$ cat src/rtl/bus_sched_pkg.sv
// bus_sched_pkg: shared FSM state type and destination-ID width for the bus scheduler
package bus_sched_pkg;
  typedef enum logic [1:0] {IDLE, POP, PUSH} state_t;
  localparam int DEST_W = 8;
endpackage

$ cat src/rtl/bus_rr_sched_rr_arbiter.sv
// rr_arbiter: combinational round-robin pick, searching upward from last+1 with wrap
// req: request vector; last: previous grant index; gnt: one-hot grant; idx: grant index; vld: any request
module rr_arbiter #(
  parameter int drvrs = 4
) (
  input  logic [drvrs-1:0] req,
  input  logic [3:0]       last,
  output logic [drvrs-1:0] gnt,
  output logic [3:0]       idx,
  output logic             vld
);
  int best_d;
  int d;
  always_comb begin
    best_d = drvrs;
    d = 0;
    idx = last;
    vld = 1'b0;
    gnt = '0;
    for (int i = 0; i < drvrs; i++) begin
      // distance of terminal i from last+1 along the wrapped search order
      d = (i + 2 * drvrs - int'(last) - 1) % drvrs;
      if (req[i] && d < best_d) begin
        best_d = d;
        idx = 4'(i);
        vld = 1'b1;
      end
    end
    for (int i = 0; i < drvrs; i++) gnt[i] = vld && idx == 4'(i);
  end
endmodule

$ cat src/rtl/bus_rr_sched.sv
// bus_rr_sched: round-robin bus scheduler moving one packet per 3 cycles (IDLE/POP/PUSH)
// in:  clk, reset (async active-low), pndng (per-terminal FIFO non-empty), D_pop (FIFO head words)
// out: pop/push strobes, D_push packet, busy, grant_id, drop_cnt (saturating)
module bus_rr_sched
  import bus_sched_pkg::*;
#(
  parameter int                drvrs     = 4,
  parameter int                pckg_sz   = 16,
  parameter logic [DEST_W-1:0] broadcast = 8'hFF
) (
  input  logic                     clk,
  input  logic                     reset,
  input  logic [drvrs-1:0]         pndng,
  input  logic [drvrs*pckg_sz-1:0] D_pop,
  output logic [drvrs-1:0]         pop,
  output logic [drvrs-1:0]         push,
  output logic [pckg_sz-1:0]       D_push,
  output logic                     busy,
  output logic [3:0]               grant_id,
  output logic [7:0]               drop_cnt
);
  state_t state_q, state_d;
  logic [drvrs-1:0] pop_q, pop_d, push_q, push_d, arb_gnt;
  logic [pckg_sz-1:0] d_push_q, d_push_d, head;
  logic busy_q, busy_d, arb_vld;
  logic [3:0] grant_q, grant_d, last_q, last_d, arb_idx;
  logic [7:0] drop_q, drop_d;
  logic [DEST_W-1:0] dest;
  logic [drvrs-1:0] one;
  rr_arbiter #(.drvrs(drvrs)) u_arb (
    .req (pndng),
    .last(last_q),
    .gnt (arb_gnt),
    .idx (arb_idx),
    .vld (arb_vld)
  );
  assign one = {{(drvrs-1){1'b0}}, 1'b1};
  assign head = D_pop[int'(grant_q)*pckg_sz +: pckg_sz];
  assign dest = head[pckg_sz-1 -: DEST_W];
  always_comb begin
    state_d = state_q;
    pop_d = '0;
    push_d = '0;
    d_push_d = d_push_q;
    busy_d = busy_q;
    grant_d = grant_q;
    last_d = last_q;
    drop_d = drop_q;
    case (state_q)
      IDLE: if (arb_vld) begin
        state_d = POP;
        pop_d = arb_gnt;
        grant_d = arb_idx;
        last_d = arb_idx;
        busy_d = 1'b1;
      end
      POP: begin
        state_d = PUSH;
        d_push_d = head;
        // pop_q is the one-hot grant here, so its complement is every other terminal
        if (dest == broadcast) push_d = ~pop_q;
        else if (int'(dest) < drvrs && dest != {4'b0, grant_q}) push_d = one << dest;
        else drop_d = drop_q == 8'hFF ? drop_q : drop_q + 8'd1;
      end
      PUSH: begin
        state_d = IDLE;
        busy_d = 1'b0;
      end
      default: state_d = IDLE;
    endcase
  end
  always_ff @(posedge clk or negedge reset) begin
    if (!reset) begin
      state_q <= IDLE;
      pop_q <= '0;
      push_q <= '0;
      d_push_q <= '0;
      busy_q <= 1'b0;
      grant_q <= '0;
      last_q <= 4'(drvrs - 1);
      drop_q <= '0;
    end else begin
      state_q <= state_d;
      pop_q <= pop_d;
      push_q <= push_d;
      d_push_q <= d_push_d;
      busy_q <= busy_d;
      grant_q <= grant_d;
      last_q <= last_d;
      drop_q <= drop_d;
    end
  end
  assign pop = pop_q;
  assign push = push_q;
  assign D_push = d_push_q;
  assign busy = busy_q;
  assign grant_id = grant_q;
  assign drop_cnt = drop_q;
endmodule

$ cat config.mk
export PLATFORM = sky130hd
export DESIGN_NAME = bus_rr_sched
export DESIGN_NICKNAME = d
export VERILOG_FILES = /design/src/rtl/bus_sched_pkg.sv /design/src/rtl/bus_rr_sched_rr_arbiter.sv /design/src/rtl/bus_rr_sched.sv
export SDC_FILE = /design/constraint.sdc
export NUM_CORES = 1
export LEC_CHECK = 0
export CORE_MARGIN = 3
export CORE_UTILIZATION = 44
export DETAILED_ROUTE_END_ITERATION = 10
export PLACE_DENSITY = 0.81
export SLEW_MARGIN = 5
export SYNTH_ARGS = -nofsm -noshare
export SYNTH_HDL_FRONTEND = slang
export SYNTH_SLANG_ARGS = --single-unit
$ cat constraint.sdc
create_clock -name clk -period 6.73 [get_ports clk]
set_clock_uncertainty 0.05 [all_clocks]
set_input_delay 1.346 -clock clk [delete_from_list [all_inputs] [get_ports clk]]
set_output_delay 1.346 -clock clk [all_outputs]
set_load 0.03 [all_outputs]
==> results of run 1 <==
## Yosys cell counts (all sizes together), types with 4 or more instances
master | number | area (sq um)
mux4 | 16 | 367.9
a22o | 17 | 148.9
xor2 | 7 | 61.31
ha | 15 | 187.7
inv | 12 | 45.04
nand2b | 5 | 31.28
nor4 | 7 | 98.85
o21ai | 7 | 35.03
buf | 9 | 56.30
nand2 | 17 | 66.32
dfrtp | 39 | 975.9
o211ai | 4 | 48.79
nand3 | 6 | 30.03
nor3 | 5 | 25.02
o22ai | 4 | 25.02
a21o | 4 | 30.03
nor2 | 13 | 65.06
nor2b | 4 | 25.02
## per-stage QoR
stage | std cells | hold slack (ps) | utilization [%]
6_report | 417 | 430.1 | 65.77
3_3_place_gp | 409 | 413.5 | 64.01
3_5_place_dp | 409 | 416.1 | 64.01
2_1_floorplan | 238 | 415.4 | -
4_1_cts | 417 | 435.7 | 65.77
5_1_grt | 417 | 470.0 | 65.77
## critical path, cell delays in order (launching register included)
cell	delay, ps
dfstp_2	640
inv_1	150
ha_1	400
inv_1	140
o211ai_1	90
a21oi_1	290
nand2_1	110
ha_1	310
nor3b_1	150
o221a_2	370
or3_1	340
o21ai_0	90
a22o_1	170
inv_1	50
ha_1	180
or4b_1	520
o311ai_1	130
o211ai_2	280
nor2_1	200
a21o_1	110
ha_1	240
nor4b_1	150
o21ai_0	300
o211ai_1	230
o31a_1	350
nand2b_1	160
## power by group
group	switching, mW	internal [mW]	total (mW)
Clock	0.0888	0.0947	0.183
Combinational	0.616	0.537	1.15
Sequential	0.116	0.351	0.467
## final timing paths
path	end	startpoint	slack, ps
worst max register to register	busy$_DFFE_PN0P_	last_q[0]$_DFFE_PN1P_	420
worst min register to register	D_push[8]$_DFFE_PN0P_	D_push[8]$_DFFE_PN0P_	430
worst min-delay path	D_push[8]$_DFFE_PN0P_	D_push[8]$_DFFE_PN0P_	430
worst max-delay path	busy$_DFFE_PN0P_	last_q[0]$_DFFE_PN1P_	420
min in group asynchronous	D_push[7]$_DFFE_PN0P_	reset	1100
max in group asynchronous	grant_id[3]$_DFFE_PN0P_	reset	4970
## sequential cells by signal, indices dropped and copies added (netlist names)
signal and flops:
pop 4, state_q 2, last_q 2, D_push 16, drop_cnt 8, busy 1
push 4, grant_id 4
## logic make-up (layout without fill, tap and decap cells)
family | Yosys count | count (layout)
and+or+nand+nor | 75 | 75
AOI/OAI and AO/OA | 55 | 55
DFF | 41 | 41
xor gates and xnor gates | 9 | 9
buffers and inverters | 24 | 128
adders and majority gates | 15 | 15
muxes | 19 | 19
## cell type report
cell class | instances | area, sq um
clock inverters | 1 | 8.758
clock buffers | 7 | 96.34
flip-flops and latches | 41 | 1028
repair buffers | 108 | 1071
inverters | 12 | 45.04
well taps | 75 | 93.84
multi-input cells | 173 | 1597
fillers | 470 | 2051
## layer usage
metal  share of wire [%]  vias up  global-route usage (%)
met3                 4.1       13                   3.398
met4                 1.3        0                   5.468
met5                   0        -                       0
met2                  52       77                   37.44
li1                    -     1112                       -
met1                  43     1169                   29.62
## timing repair
item | CTS | global route
hold buffers | 0 | 0
hold endpoints to repair | 0 | 0
resized for setup | 0 | 1
setup buffers | 0 | 0
endpoints found under the setup margin | 0 | 4
==> key figures, run 1 <==
Power
  • Worst IR Drop VDD: 0.4179 mV
  • Leakage: 1.687 nW
  • Power Dens Cells: 457.7 nW/um^2
  • Total power: 1.803 mW

Global route
  • Vias in the first global route: 2399
  • GRT Total Usage: 22.00%
  • Initial antenna violation count: 0
  • Total grt overflow: 0
  • First-pass GRT wire length: 12430 microns
  • Pin count of the biggest net entering global routing: 42

Yosys
  • Largest family of logic cells by synthesized area: simple AND/OR/NAND/NOR gates
  • Share of flip-flops with an asynchronous set or reset: 100.0%
  • Cells after Synth: 238
  • Sequential area share after synthesis: 37.57%
  • Post-Synth Simple-Gate Area: 17.78%
  • Mapped Area: 2738 sq um
  • Mapped Avg Cell Area: 11.50 sq um
  • Ys flop type: dfrtp_1
  • #FFs+latches synth: 41
  • Synth cell types: 60
  • Mux share of post-synthesis cell area: 14.76%
  • EDFF count, synth: 0
  • Yosys warning count: 0
  • Area fraction in compound gates after synthesis: 16.04%
  • XOR/XNOR share of the synthesized area: 2.879%
  • Synth Area in Adders: 6.856%
  • Synthesized net count: 323

Final layout
  • Leading cell types in the layout, fill and taps excluded: clkdlybuf4s50_1 (105), dfrtp_1 (39), a22o_1 (17)
  • Commonest non-fill, non-tap cell in the layout: clkdlybuf4s50_1
  • Antenna Cells: 0
  • Nets@finish: 426
  • Layout cells sized above 1: 12.57%
  • Area growth, synth to finish: 43.92%
  • Design area: 3940 sq um

Floorplanning
  • Die area: 7205 sq um
  • Core Area: 5991 sq um
  • I/O pin total: 107
  • Die Y: 84.88 microns
  • Row cnt: 28
  • Initial Util: 45.70%
  • Die width: 84.88 microns

Placement
  • Pre-CTS WS: 258.5 ps
  • Post-detail-place hpwl: 6159 microns
  • Placed cell area: 3835 sq um
  • PortBufs: 106
  • GP Congestion: 0.8890

Clocking
  • TritonCTS clock tree: done
  • CTS buffer count: 5
  • Clk_lat worst skew: 290 ps
  • Clock-pin slew on the worst setup and hold paths: 80 ps
  • CTS sink cnt: 41
  • Total number of H-tree levels: 2
  • Root Buffer: clkbuf_8
  • Clock Path Buffers: 2

Route
  • Vias per cell: 5.686
  • 1st-pass router iterations: 4
  • DRC: 0
  • Wire per inst: 18.43 microns
  • Routed Antenna Nets: 0
  • DRT iter0 DRCs: 167
  • Via Count: 2371
  • Routed WL: 7684 microns

Timing
  • Setup TNS: 0 ps
  • Period utilization: 93.75%
  • Fin worst setup slack: 420.5 ps
  • Max Transition Viols Final: 0
  • Slew headroom: 26.78%
  • RSZ-0062 raised after global routing: false
  • Hold Violations, Final: 0
  • Final Setup Violations: 0
  • Min cycle time layout: 6309 ps
  • Fmax: 0.1585 GHz
  • Worst Tran Pin Value: 1098 ps

Flow run
  • MaxCap Viol Count: 0

Setup path
  • Worst Setup Path Type: register to register
  • Worst-path fanout max: 11
  • Worst endpoint required time: 6870 ps
  • Startpoint types: register
  • Crit path DAT: 6450 ps
  • Worst reg-to-reg path cell count: 25
  • Worst setup EP type: register

Outcome
  • Status: finished clean

Min path
  • Hold depth: 2
  • Hold Path Class: register to register
Power figures use the tool's default switching activity.
==> run 2, diff against run 1 <==
MAX_ROUTING_LAYER = met4   (was default)
SKIP_LAST_GASP = 1   (was default)
==> key figures, run 2 (synthesized netlist as in run 1, its figures left out) <==
Route
  • Routed Antenna Nets: 0 (unchanged)
  • Routed WL: 7790 microns (+1.4%)
  • Wire per inst: 18.59 microns (+0.90%)
  • DRT iter0 DRCs: 142 (-15%)
  • DRC: 0 (unchanged)
  • Vias per cell: 5.802 (+2.0%)
  • Via Count: 2431 (+2.5%)
  • 1st-pass router iterations: 4 (unchanged)

Power
  • Clock share of power: 8.5% (-1.7 points)
  • Worst IR Drop VDD: 0.3673 mV (-12%)
  • Power Dens Cells: 456.8 nW/um^2 (-0.19%)
  • Sw frac: 45.54% (about the same)
  • Switching power of the nets: 0.8194 mW (-0.16%)
  • Reg power frac: 25.9% (about the same)
  • Leakage: 1.687 nW (about the same)
  • Combinational share of power: 65.5% (+1.6 points)
  • P_int: 0.9799 mW (-0.27%)

Clocking
  • CTS buffer count: 5 (unchanged)
  • TritonCTS clock tree: done
  • CTS sink cnt: 41 (unchanged)
  • Total number of H-tree levels: 2 (unchanged)
  • Clock-pin slew on the worst setup and hold paths: 80 ps (about the same)
  • Clk_lat worst skew: 290 ps (about the same)
  • Clock Path Buffers: 2 (unchanged)
  • Root Buffer: clkbuf_8

Global route
  • Vias in the first global route: 2469 (+2.9%)
  • Initial antenna violation count: 0 (unchanged)
  • GRT Total Usage: 23.05% (+1.0 points)
  • Pin count of the biggest net entering global routing: 42 (unchanged)
  • Total grt overflow: 0 (unchanged)
  • First-pass GRT wire length: 12770 microns (+2.8%)

Final layout
  • Nets@finish: 429 (+0.70%)
  • Area growth, synth to finish: 43.88% (about the same)
  • Number of flip-flops in the largest register: 16 (unchanged)
  • Area occupied by registers: 1028 sq um (unchanged)
  • Final Core Density: 65.75% (about the same)
  • Antenna Cells: 0 (unchanged)
  • Layout cells sized above 1: 12.79% (+0.22 points)
  • Final Non-Filler Cells: 419 (+0.48%)
  • Leading cell types in the layout, fill and taps excluded: clkdlybuf4s50_1 (105), dfrtp_1 (39), a22o_1 (17)
  • # fillers: 470 (unchanged)
  • Commonest non-fill, non-tap cell in the layout: clkdlybuf4s50_1
  • Multi-input gate area: 1597 sq um (unchanged)

Placement
  • Dpl cells: 409 (unchanged)
  • PortBufs: 106 (unchanged)
  • Post-detail-place hpwl: 6363 microns (+3.3%)
  • GP Congestion: 0.8985 (+1.1%)

Setup path
  • Slowest library cell on the worst path: dfstp_2
  • Critical Path Max Stage Delay: 640 ps (about the same)
  • Crit path DAT: 6360 ps (-90 ps)
  • Critical path's most frequent cell: ha_1
  • Worst Setup Path Type: register to register
  • Worst-path fanout max: 11 (unchanged)
  • Worst setup EP type: register
  • Worst endpoint required time: 6860 ps (about the same)
  • Startpoint types: register

Timing
  • Setup TNS: 0 ps (unchanged)
  • Min cycle time layout: 6236 ps (-73.75 ps)
  • RSZ-0062 raised after global routing: false
  • Max Transition Viols Final: 0 (unchanged)
  • Fin Hold WS: 431.3 ps (+1.191 ps)
  • Worst Tran Pin Value: 1045 ps (-53.14 ps)
  • Final Setup Violations: 0 (unchanged)
  • Slew headroom: 30.32% (+3.5 points)
  • Hold Violations, Final: 0 (unchanged)
  • Fmax: 0.1604 GHz (+1.2%)
  • Period utilization: 92.66% (-1.1 points)

Flow run
  • MaxCap Viol Count: 0 (unchanged)

Floorplanning
  • Die width: 84.88 microns (unchanged)
  • Initial Util: 45.70% (unchanged)
  • Die area: 7205 sq um (unchanged)
  • I/O pin total: 107 (unchanged)
  • Die Y: 84.88 microns (unchanged)
  • Core Area: 5991 sq um (unchanged)
  • Row cnt: 28 (unchanged)

Min path
  • Hold Path Class: register to register

Outcome
  • Status: finished clean
==> run 2: worst max-delay path, delay by kind of cell, from the launching register on <==
kind | cells | cell delay (ps)
DFF | 1 | 640
AOI/OAI and AO/OA | 11 | 2400
buffers and inverters | 3 | 320
and+or+nand+nor | 7 | 1570
adders and majority gates | 4 | 1120
==> run 2: final cells by class <==
| class | instances | area share (%) |
|---|---|---|
| Clock buffer | 6 | 1.842 |
| Multi-Input combinational cell | 173 | 40.53 |
| Clock inverter | 1 | 0.2224 |
| Tap cell | 75 | 2.382 |
| Inverter | 12 | 1.144 |
| Timing Repair Buffer | 111 | 27.76 |
| Sequential cell | 41 | 26.11 |
==> run 2: per-stage QoR <==
| stage | instance area [sq um] | power, mW | setup slack (ps) |
|---|---|---|---|
| global route | 3939 | 1.933 | 60.50 |
| detailed placement | 3835 | 1.620 | 200.0 |
| global placement | 3835 | 1.588 | 464.7 |
| floorplan | 2738 | 1.251 | 1077 |
| CTS | 3916 | 1.777 | 403.8 |
| finish | 3939 | 1.799 | 494.3 |
==> run 2: power groups by stage <==
stage / clock network (mW) / registers, mW / logic, mW
after detailed placement: 0 / 0.471 / 1.15
after CTS: 0.156 / 0.467 / 1.15
final: 0.153 / 0.467 / 1.18
after global placement: 0 / 0.468 / 1.12
after global routing: 0.166 / 0.487 / 1.28
after floorplan: 0 / 0.586 / 0.665
==> run 2: worst paths after layout <==
check	start	end	slack, ps	cells past startpoint
max in group asynchronous	reset	D_push[0]$_DFFE_PN0P_	4950	1
min in group asynchronous	reset	D_push[14]$_DFFE_PN0P_	1120	1
hold reg to reg	D_push[9]$_DFFE_PN0P_	D_push[9]$_DFFE_PN0P_	430	2
setup / recovery	last_q[0]$_DFFE_PN1P_	busy$_DFFE_PN0P_	490	25
hold / removal	D_push[9]$_DFFE_PN0P_	D_push[9]$_DFFE_PN0P_	430	2
setup reg to reg	last_q[0]$_DFFE_PN1P_	busy$_DFFE_PN0P_	490	25
==> run 2: what timing repair did <==
item	in CTS	in global routing
setup endpoints to repair	0	8
resized for setup	0	1
hold buffers	0	0
buffers inserted	0	3
==> run 2: metal layers <==
metal	part of all wire (%)	track usage, %	vias up	routed length (microns)
met5	0	-	-	0
met4	1.5	6.331	0	114
met3	3.7	3.398	8	291
met2	53	38.58	82	4104
met1	42	29.37	1213	3279
li1	-	-	1128	-
